===== src/rtl/button_toggle_debouncer_pkg.sv =====
// Shared definitions for the push-button debouncer.
// Contents:
//   deb_state_e             - per-channel debounce FSM encoding (2 bits)
//   DEFAULT_DEBOUNCE_CYCLES - 20 ms of stable level at a 50 MHz clock
//   cnt_width()             - counter width for a given debounce length, never below 1
package button_toggle_debouncer_pkg;

  typedef enum logic [1:0] {
    IDLE        = 2'd0,
    DEB_PRESS   = 2'd1,
    PRESSED     = 2'd2,
    DEB_RELEASE = 2'd3
  } deb_state_e;

  localparam int unsigned DEFAULT_DEBOUNCE_CYCLES = 1_000_000;

  // $clog2 returns 0 for a debounce length of 1; a zero-width counter is not legal.
  function automatic int unsigned cnt_width(input int unsigned cycles);
    return (cycles > 1) ? $clog2(cycles) : 1;
  endfunction

endpackage


===== src/rtl/button_toggle_debouncer_debounce_channel.sv =====
// One button channel: 2-FF synchroniser, polarity normalisation, debounce FSM
// with its own stability counter, and a registered press pulse.
// Ports:
//   clk        - rising-edge clock
//   sync_reset - synchronous active-high reset
//   button_raw - asynchronous raw pin level
//   toggle     - one-cycle pulse when a press is accepted
//   pressed    - debounced level, 1 while the press is accepted as held
module debounce_channel
  import button_toggle_debouncer_pkg::*;
#(
  parameter int unsigned DEBOUNCE_CYCLES = DEFAULT_DEBOUNCE_CYCLES,
  parameter bit          ACTIVE_LOW      = 1'b1
) (
  input  logic clk,
  input  logic sync_reset,
  input  logic button_raw,
  output logic toggle,
  output logic pressed
);

  localparam int unsigned      CNT_W    = cnt_width(DEBOUNCE_CYCLES);
  localparam logic [CNT_W-1:0] CNT_LAST = CNT_W'(DEBOUNCE_CYCLES - 1);
  // Level of the pin when the button is released.
  localparam logic             IDLE_LEVEL = ACTIVE_LOW;

  logic             sync1_reg;
  logic             sync2_reg;
  logic             s;
  deb_state_e       state_reg;
  deb_state_e       state_next;
  logic [CNT_W-1:0] cnt_reg;
  logic [CNT_W-1:0] cnt_next;
  logic             toggle_reg;
  logic             toggle_next;
  logic             pressed_reg;
  logic             pressed_next;

  // s = 1 means "pressed" regardless of pin polarity.
  assign s = sync2_reg ^ IDLE_LEVEL;

  // State register, synchroniser and registered outputs.
  always_ff @(posedge clk) begin
    if (sync_reset) begin
      sync1_reg   <= IDLE_LEVEL;
      sync2_reg   <= IDLE_LEVEL;
      state_reg   <= IDLE;
      cnt_reg     <= '0;
      toggle_reg  <= 1'b0;
      pressed_reg <= 1'b0;
    end else begin
      sync1_reg   <= button_raw;
      sync2_reg   <= sync1_reg;
      state_reg   <= state_next;
      cnt_reg     <= cnt_next;
      toggle_reg  <= toggle_next;
      pressed_reg <= pressed_next;
    end
  end

  // Next-state logic. Any level reversal inside a debounce state drops back
  // to the stable state and clears the counter, so cnt never passes CNT_LAST.
  always_comb begin
    state_next = state_reg;
    cnt_next   = cnt_reg;
    case (state_reg)
      IDLE: begin
        if (s) begin
          state_next = DEB_PRESS;
          cnt_next   = '0;
        end
      end
      DEB_PRESS: begin
        if (!s) begin
          state_next = IDLE;
          cnt_next   = '0;
        end else if (cnt_reg == CNT_LAST) begin
          state_next = PRESSED;
          cnt_next   = '0;
        end else begin
          cnt_next = cnt_reg + CNT_W'(1);
        end
      end
      PRESSED: begin
        if (!s) begin
          state_next = DEB_RELEASE;
          cnt_next   = '0;
        end
      end
      DEB_RELEASE: begin
        if (s) begin
          state_next = PRESSED;
          cnt_next   = '0;
        end else if (cnt_reg == CNT_LAST) begin
          state_next = IDLE;
          cnt_next   = '0;
        end else begin
          cnt_next = cnt_reg + CNT_W'(1);
        end
      end
      default: begin
        state_next = IDLE;
        cnt_next   = '0;
      end
    endcase
  end

  // Output logic: the pulse marks only the DEB_PRESS -> PRESSED transition,
  // so a bounce during release (DEB_RELEASE -> PRESSED) never re-fires it.
  always_comb begin
    toggle_next  = (state_reg == DEB_PRESS) && (state_next == PRESSED);
    pressed_next = (state_next == PRESSED) || (state_next == DEB_RELEASE);
  end

  assign toggle  = toggle_reg;
  assign pressed = pressed_reg;

endmodule


===== src/rtl/button_toggle_debouncer.sv =====
// Debounces WIDTH raw push-button pins into clean single-cycle toggle pulses
// for the blinking-diode controller, plus debounced held levels.
// Ports:
//   clk        - rising-edge clock
//   sync_reset - synchronous active-high reset, all channels
//   button_raw - asynchronous raw pin levels [WIDTH]
//   toggle     - one-cycle pulse per accepted press [WIDTH]
//   pressed    - debounced held level [WIDTH]
module button_toggle_debouncer
  import button_toggle_debouncer_pkg::*;
#(
  parameter int unsigned WIDTH           = 3,
  parameter int unsigned DEBOUNCE_CYCLES = DEFAULT_DEBOUNCE_CYCLES,
  parameter bit          ACTIVE_LOW      = 1'b1
) (
  input  logic             clk,
  input  logic             sync_reset,
  input  logic [WIDTH-1:0] button_raw,
  output logic [WIDTH-1:0] toggle,
  output logic [WIDTH-1:0] pressed
);

  generate
    for (genvar gi = 0; gi < WIDTH; gi++) begin : g_chan
      debounce_channel #(
        .DEBOUNCE_CYCLES (DEBOUNCE_CYCLES),
        .ACTIVE_LOW      (ACTIVE_LOW)
      ) u_chan (
        .clk        (clk),
        .sync_reset (sync_reset),
        .button_raw (button_raw[gi]),
        .toggle     (toggle[gi]),
        .pressed    (pressed[gi])
      );
    end
  endgenerate

endmodule


===== config.mk =====
export PLATFORM = sky130hd
export DESIGN_NAME = button_toggle_debouncer
export DESIGN_NICKNAME = d
export VERILOG_FILES = /design/src/rtl/button_toggle_debouncer_pkg.sv /design/src/rtl/button_toggle_debouncer_debounce_channel.sv /design/src/rtl/button_toggle_debouncer.sv
export SDC_FILE = /design/constraint.sdc
export NUM_CORES = 1
export LEC_CHECK = 0
export CAP_MARGIN = 25
export CORE_AREA = 3 3 101 103
export DETAILED_ROUTE_END_ITERATION = 12
export DIE_AREA = 0 0 104 106
export PLACE_DENSITY_LB_ADDON = 0.08
export SYNTH_ARGS = -nofsm -noshare
export SYNTH_HDL_FRONTEND = slang
export SYNTH_HIERARCHICAL = 1
export SYNTH_SLANG_ARGS = --single-unit

===== constraint.sdc =====
create_clock -name clk -period 5 [get_ports clk]
set_clock_uncertainty 0.1 [all_clocks]
set_input_delay 1 -clock clk [delete_from_list [all_inputs] [get_ports clk]]
set_output_delay 1 -clock clk [all_outputs]
set_load 0.05 [all_outputs]

* Yosys cells after proc, flatten, opt, wreduce, memory -nomap -nowiden
Cells that the tools add are included.
Cells by class: $add $sub $neg 3, eq/ne operators 24, muxes and demuxes 39, reductions and logical operators 12
Operator list (number):
- two-way mux 20 bit | 15
- one-hot mux 20 bit (4 select lines) | 3
- adder 20 x 1 -> 20 bit, second input constant | 3
- equality test 20 bit, second input constant | 3
- two-way mux 2 bit | 18
- equality test 2 bit, second input constant | 12
- one-hot mux 2 bit (4 select lines) | 3
- equality test 2 x 1 -> 1 bit, second input constant | 3
- zero test 2 bit | 3
- inequality test 2 x 1 -> 1 bit, second input constant | 3
- inequality test 2 bit, second input constant | 3
- AND reduction 2 bit | 3
- logical AND 1 bit | 3
- logical OR 1 bit | 3
Word-level totals: bits in registers 78, bits of input ports 5, output and inout bits 6, logic and storage cells 96

* Longest topological paths before layout
word-level depth 6, depth in mapped cells 7, mapped depth without buffers 6

* By module
The synthesis kept the hierarchy.
Modules (own cells, without submodules):
- debounce_channel | instances 3, cells each 141, area each 1242.4 µm², sequential area each 520.5 µm²

* Worst setup path after synthesis
OpenSTA, ideal clock, no wires.
path type flip-flop to flip-flop, start point register g_chan[0].u_chan.cnt_reg[0], end point register g_chan[0].u_chan.cnt_reg[19], library setup time 0.074 ns, arrival 1.663 ns, data required time 4.826 ns, setup slack 3.163 ns, cell stages (with the launch flop) 7, path buffers 0, clock period less this slack 1.837 ns, path through dfxtp_1 -> ha_1 -> nand3_1 -> nor4_4 -> a21oi_4 -> or3b_2 -> a31oi_1
Between the ends: longest elaborated chain between the ends 4, elaborated cells on any way between the ends 6, classes of those cells add/sub: 1; eq/ne: 1; mux: 4
RTL lines:
- start, declared | line button_toggle_debouncer_debounce_channel.sv:32 | logic [CNT_W-1:0] cnt_reg;
- start signal, assigned | line button_toggle_debouncer_debounce_channel.sv:55 | cnt_reg <= cnt_next;
- adder 20 x 1 -> 20 bit / equality test 20 bit (equally long branches)
- two-way mux 20 bit (*) | line button_toggle_debouncer_debounce_channel.sv:77, button_toggle_debouncer_debounce_channel.sv:94
- two-way mux 20 bit (on tied branches) | line button_toggle_debouncer_debounce_channel.sv:91, button_toggle_debouncer_debounce_channel.sv:74
- one-hot mux 20 bit (4 select lines) (*) | line button_toggle_debouncer_debounce_channel.sv:66 | case (state_reg)
Every way passes the cells marked *; elsewhere a longest branch is shown, timed or not. A chain may end at the register's enable or synchronous reset.

* Final worst setup path
start point register g_chan[0].u_chan.toggle_reg, end point output toggle[0]
RTL lines:
- start, declared | line button_toggle_debouncer_debounce_channel.sv:34 | logic toggle_reg;
- start signal, assigned | line button_toggle_debouncer_debounce_channel.sv:56 | toggle_reg <= toggle_next;
- end, declared | line button_toggle_debouncer.sv:19 | output logic [WIDTH-1:0] toggle,
No word-level cell between the ends.

==> flow_metrics.env <==
export IMPL_status="finished, final reports clean"
export IMPL_relSlewSlack_pct=44.0
export IMPL_grt_remaining_overflow=0
export IMPL_num_vias=2907
export IMPL_ctsHtreeMaxLevel=3
export IMPL_syn_num_nets=431
export IMPL_final_core_util_pct=44.5
export IMPL_drc=0
export IMPL_ant_nets=0
export IMPL_grt_total_usage_pct=13.8
export IMPL_worstSetupPathType="register to output pin"
export IMPL_core_rowCount=35
export IMPL_avgSynthCellArea_um2=8.81
export IMPL_rr_worst_depth=6
export IMPL_avgRoutedWirePerCell_um=12.8
export IMPL_post_route_period_util_pct=50.9
export IMPL_ys_ff_latch=78
export IMPL_hold_violations=0
export IMPL_ys_types=38
export IMPL_largest_register_ffs=60
export IMPL_n_antenna_cell=0
export IMPL_p_sw_uw=249
export IMPL_routed_via_density=5.11
export IMPL_slowest_stage="clkdlybuf4s50_1"
export IMPL_drtIter0Drc=102
export IMPL_final_setup_tns_ns=0
export IMPL_leakagePower_uw=0.00132
export IMPL_cts_tree="done"
export IMPL_critPathMaxFanout=1
export IMPL_yosysSeqAreaShare_pct=41.9
export IMPL_area_growth_pct=10.7
export IMPL_cap_violations=0
export IMPL_drt_total_wl_um=7290
export IMPL_min_from="g_chan[0].u_chan/sync1_reg"
export IMPL_crit_cells=1
export IMPL_dr_pass1_iters=4
export IMPL_setup_worst_path_start="g_chan[0].u_chan/toggle"
export IMPL_drive_above_1_share_pct=9.77
export IMPL_hpwl_um=5020
export IMPL_critical_path_top_delay_family="buffers and inverters"
export IMPL_fin_crit_ns=2.55
export IMPL_power_frac_comb_pct=2.9
export IMPL_grt_pass1_wl_um=12600
export IMPL_postSynthCellCount=423
export IMPL_critPathArrivalTime_ns=1.45
export IMPL_timing_rr_start="g_chan[0].u_chan/cnt_reg[0]"
export IMPL_p_seq_share_pct=55.5
export IMPL_syn_area_um2=3730
export IMPL_slew_viol_final=0
export IMPL_max_freq_mhz=393
export IMPL_grt_pass1_vias=2752
export IMPL_crit_buf_inv=1
export IMPL_start_kind="register"
export IMPL_yosysWarnings=6
export IMPL_cpPeakStageDelay_ns=0.79
export IMPL_core_um2=9280
export IMPL_gp_congestion=0.731
export IMPL_synth_top_area_cell="dfxtp_1"
export IMPL_swShare_pct=22.0
export IMPL_initial_core_util_pct=40.1
export IMPL_powerDensity_nw_per_um2=273
export IMPL_worstMarginPinSlew_ns=0.837
export IMPL_cts_hold_buf=0
export IMPL_power_clock_fraction_pct=41.6
export IMPL_antenna_found_initial=0
export IMPL_p_int_uw=879
export IMPL_synthTopCellsByArea="dfxtp_1, nor2_1, xnor2_1"
export IMPL_hold_class="register to register"
export IMPL_endpoint="toggle[0]"
export IMPL_clk_path_buf_depth=2
export IMPL_ir_drop_mv=0.124
export IMPL_clkTransAtPathRegs_ns=0.08
export IMPL_reg2reg_to="g_chan[0].u_chan/cnt_reg[3]"
export IMPL_post_cts_setup_buffers=0
export IMPL_regToRegSetupSlack_ns=2.87
export IMPL_io_pins=11
export IMPL_port_buffer_count=10
export IMPL_setup_violations=0
export IMPL_cts_made_buffers=9
export IMPL_numClockSinks=78
export IMPL_postCtsResizedCells=0
export IMPL_cts_root_buf="clkbuf_8"
export IMPL_synth_top_cell_area_share_pct=41.9
export IMPL_cp_cell_sequence="clkdlybuf4s50_1"
export IMPL_required_ns=3.90
export IMPL_clock_latency_ns=0.33
export IMPL_rsz0062_at_grt="no"
export IMPL_dieHeight_um=106
export IMPL_worstSetupEndpointType="output pin"
export IMPL_die_area_um2=11000
export IMPL_die_x_um=104
export IMPL_grt_max_degree=49
export IMPL_nets=443
-- power by group through the flow --
stage               clock network [uW]  registers [uW]  logic [uW]
floorplan                            0             640        27.2
global placement                     0             641        33.3
detailed placement                   0             641        33.8
CTS                                491             626        33.9
global route                       514             626        37.0
finish                             469             626        33.0
-- Yosys cell counts --
cell type,count
nor2_1,81
dfxtp_1,78
nand2_1,27
nand3_1,27
xnor2_1,24
nand4_1,21
xor2_1,21
a21oi_1,15
o21ai_0,12
nor2b_1,9
nor3_1,9
or2_2,9
and3_1,6
inv_1,6
nand4bb_1,6
nor4b_1,6
a211o_1,3
a211oi_1,3
a21oi_4,3
a22oi_1,3
a31oi_1,3
and2_1,3
buf_1,3
buf_6,3
clkbuf_1,3
ha_1,3
mux2i_1,3
nand3_2,3
nand3b_1,3
nand4b_1,3
nor3b_1,3
nor4_1,3
nor4_4,3
o21bai_4,3
or2_0,3
or3_1,3
or3b_2,3
or4b_4,3
-- placed cells by master, fill, tap and decap left out, types with 6 or more instances in the layout --
| cell | n |
|---|---|
| nor2_1 | 81 |
| dfxtp_1 | 78 |
| nand3_1 | 27 |
| nand2_1 | 27 |
| xnor2_1 | 24 |
| nand4_1 | 21 |
| xor2_1 | 21 |
| a21oi_1 | 15 |
| o21ai_0 | 12 |
| clkbuf_8 | 10 |
| or2_2 | 9 |
| nor3_1 | 9 |
| nor2b_1 | 9 |
| clkdlybuf4s50_1 | 9 |
| nor4b_1 | 6 |
| and3_1 | 6 |
| inv_1 | 6 |
| nand4bb_1 | 6 |
-- area by class of cell --
cell class / instances / area [um^2]
Clock buffer: 11 / 141
Clock inverter: 5 / 58.8
Tap cell: 129 / 161
Multi-Input combinational cell: 330 / 2090
Inverter: 6 / 22.5
Fill cell: 959 / 5160
Timing Repair Buffer: 10 / 95.1
Sequential cell: 78 / 1560
-- worst register-to-register path: stages, from the launching register on --
cell and delay (ns):
dfxtp_1 0.40, ha_1 0.21, nand3_1 0.24, nor4_4 0.44, a21oi_4 0.17, o21bai_4 0.36, nor2_1 0.09
-- layer usage --
layer	part of all wire (%)	GRT usage, %	up-vias	wire [um]
met5	0	0	-	0
met4	1.7	7.22	0	122
met3	2.3	2.43	10	169
met2	43	20.8	33	3140
met1	53	18.8	1360	3860
li1	-	-	1504	-
-- per-stage QoR --
step	hold slack (ns)	area, um^2	setup WS [ns]	instances	power (uW)
after floorplan	0.289	3730	3.16	423	667
after global placement	0.292	3930	2.68	553	674
after detailed placement	0.293	3930	2.66	553	674
after CTS	0.314	4130	2.42	569	1150
after global routing	0.327	4130	2.39	569	1180
final	0.312	4130	2.45	569	1130
-- worst min-delay path by stage --
stage,endpoint,slack (ns),cells after the start
finish,g_chan[0].u_chan/sync2_reg,0.31,1
global route,g_chan[0].u_chan/sync2_reg,0.33,1
floorplan,g_chan[0].u_chan/sync2_reg,0.29,1
CTS,g_chan[0].u_chan/sync2_reg,0.31,1
global placement,g_chan[1].u_chan/sync2_reg,0.29,1
detailed placement,g_chan[0].u_chan/sync2_reg,0.29,1
-- kinds of logic (layout without fill, tap and decap cells) --
group,after synthesis,after routing,synth area share (%)
and+or+nand+nor,234,234,34.7
DFF,78,78,41.9
AOI/OAI and AO/OA,45,45,8.86
xor gates and xnor gates,45,45,10.6
buffers and inverters,15,32,2.11
adders and majority gates,3,3,1.01
muxes,3,3,0.806
Note: power is estimated with default switching activity, not from simulation.
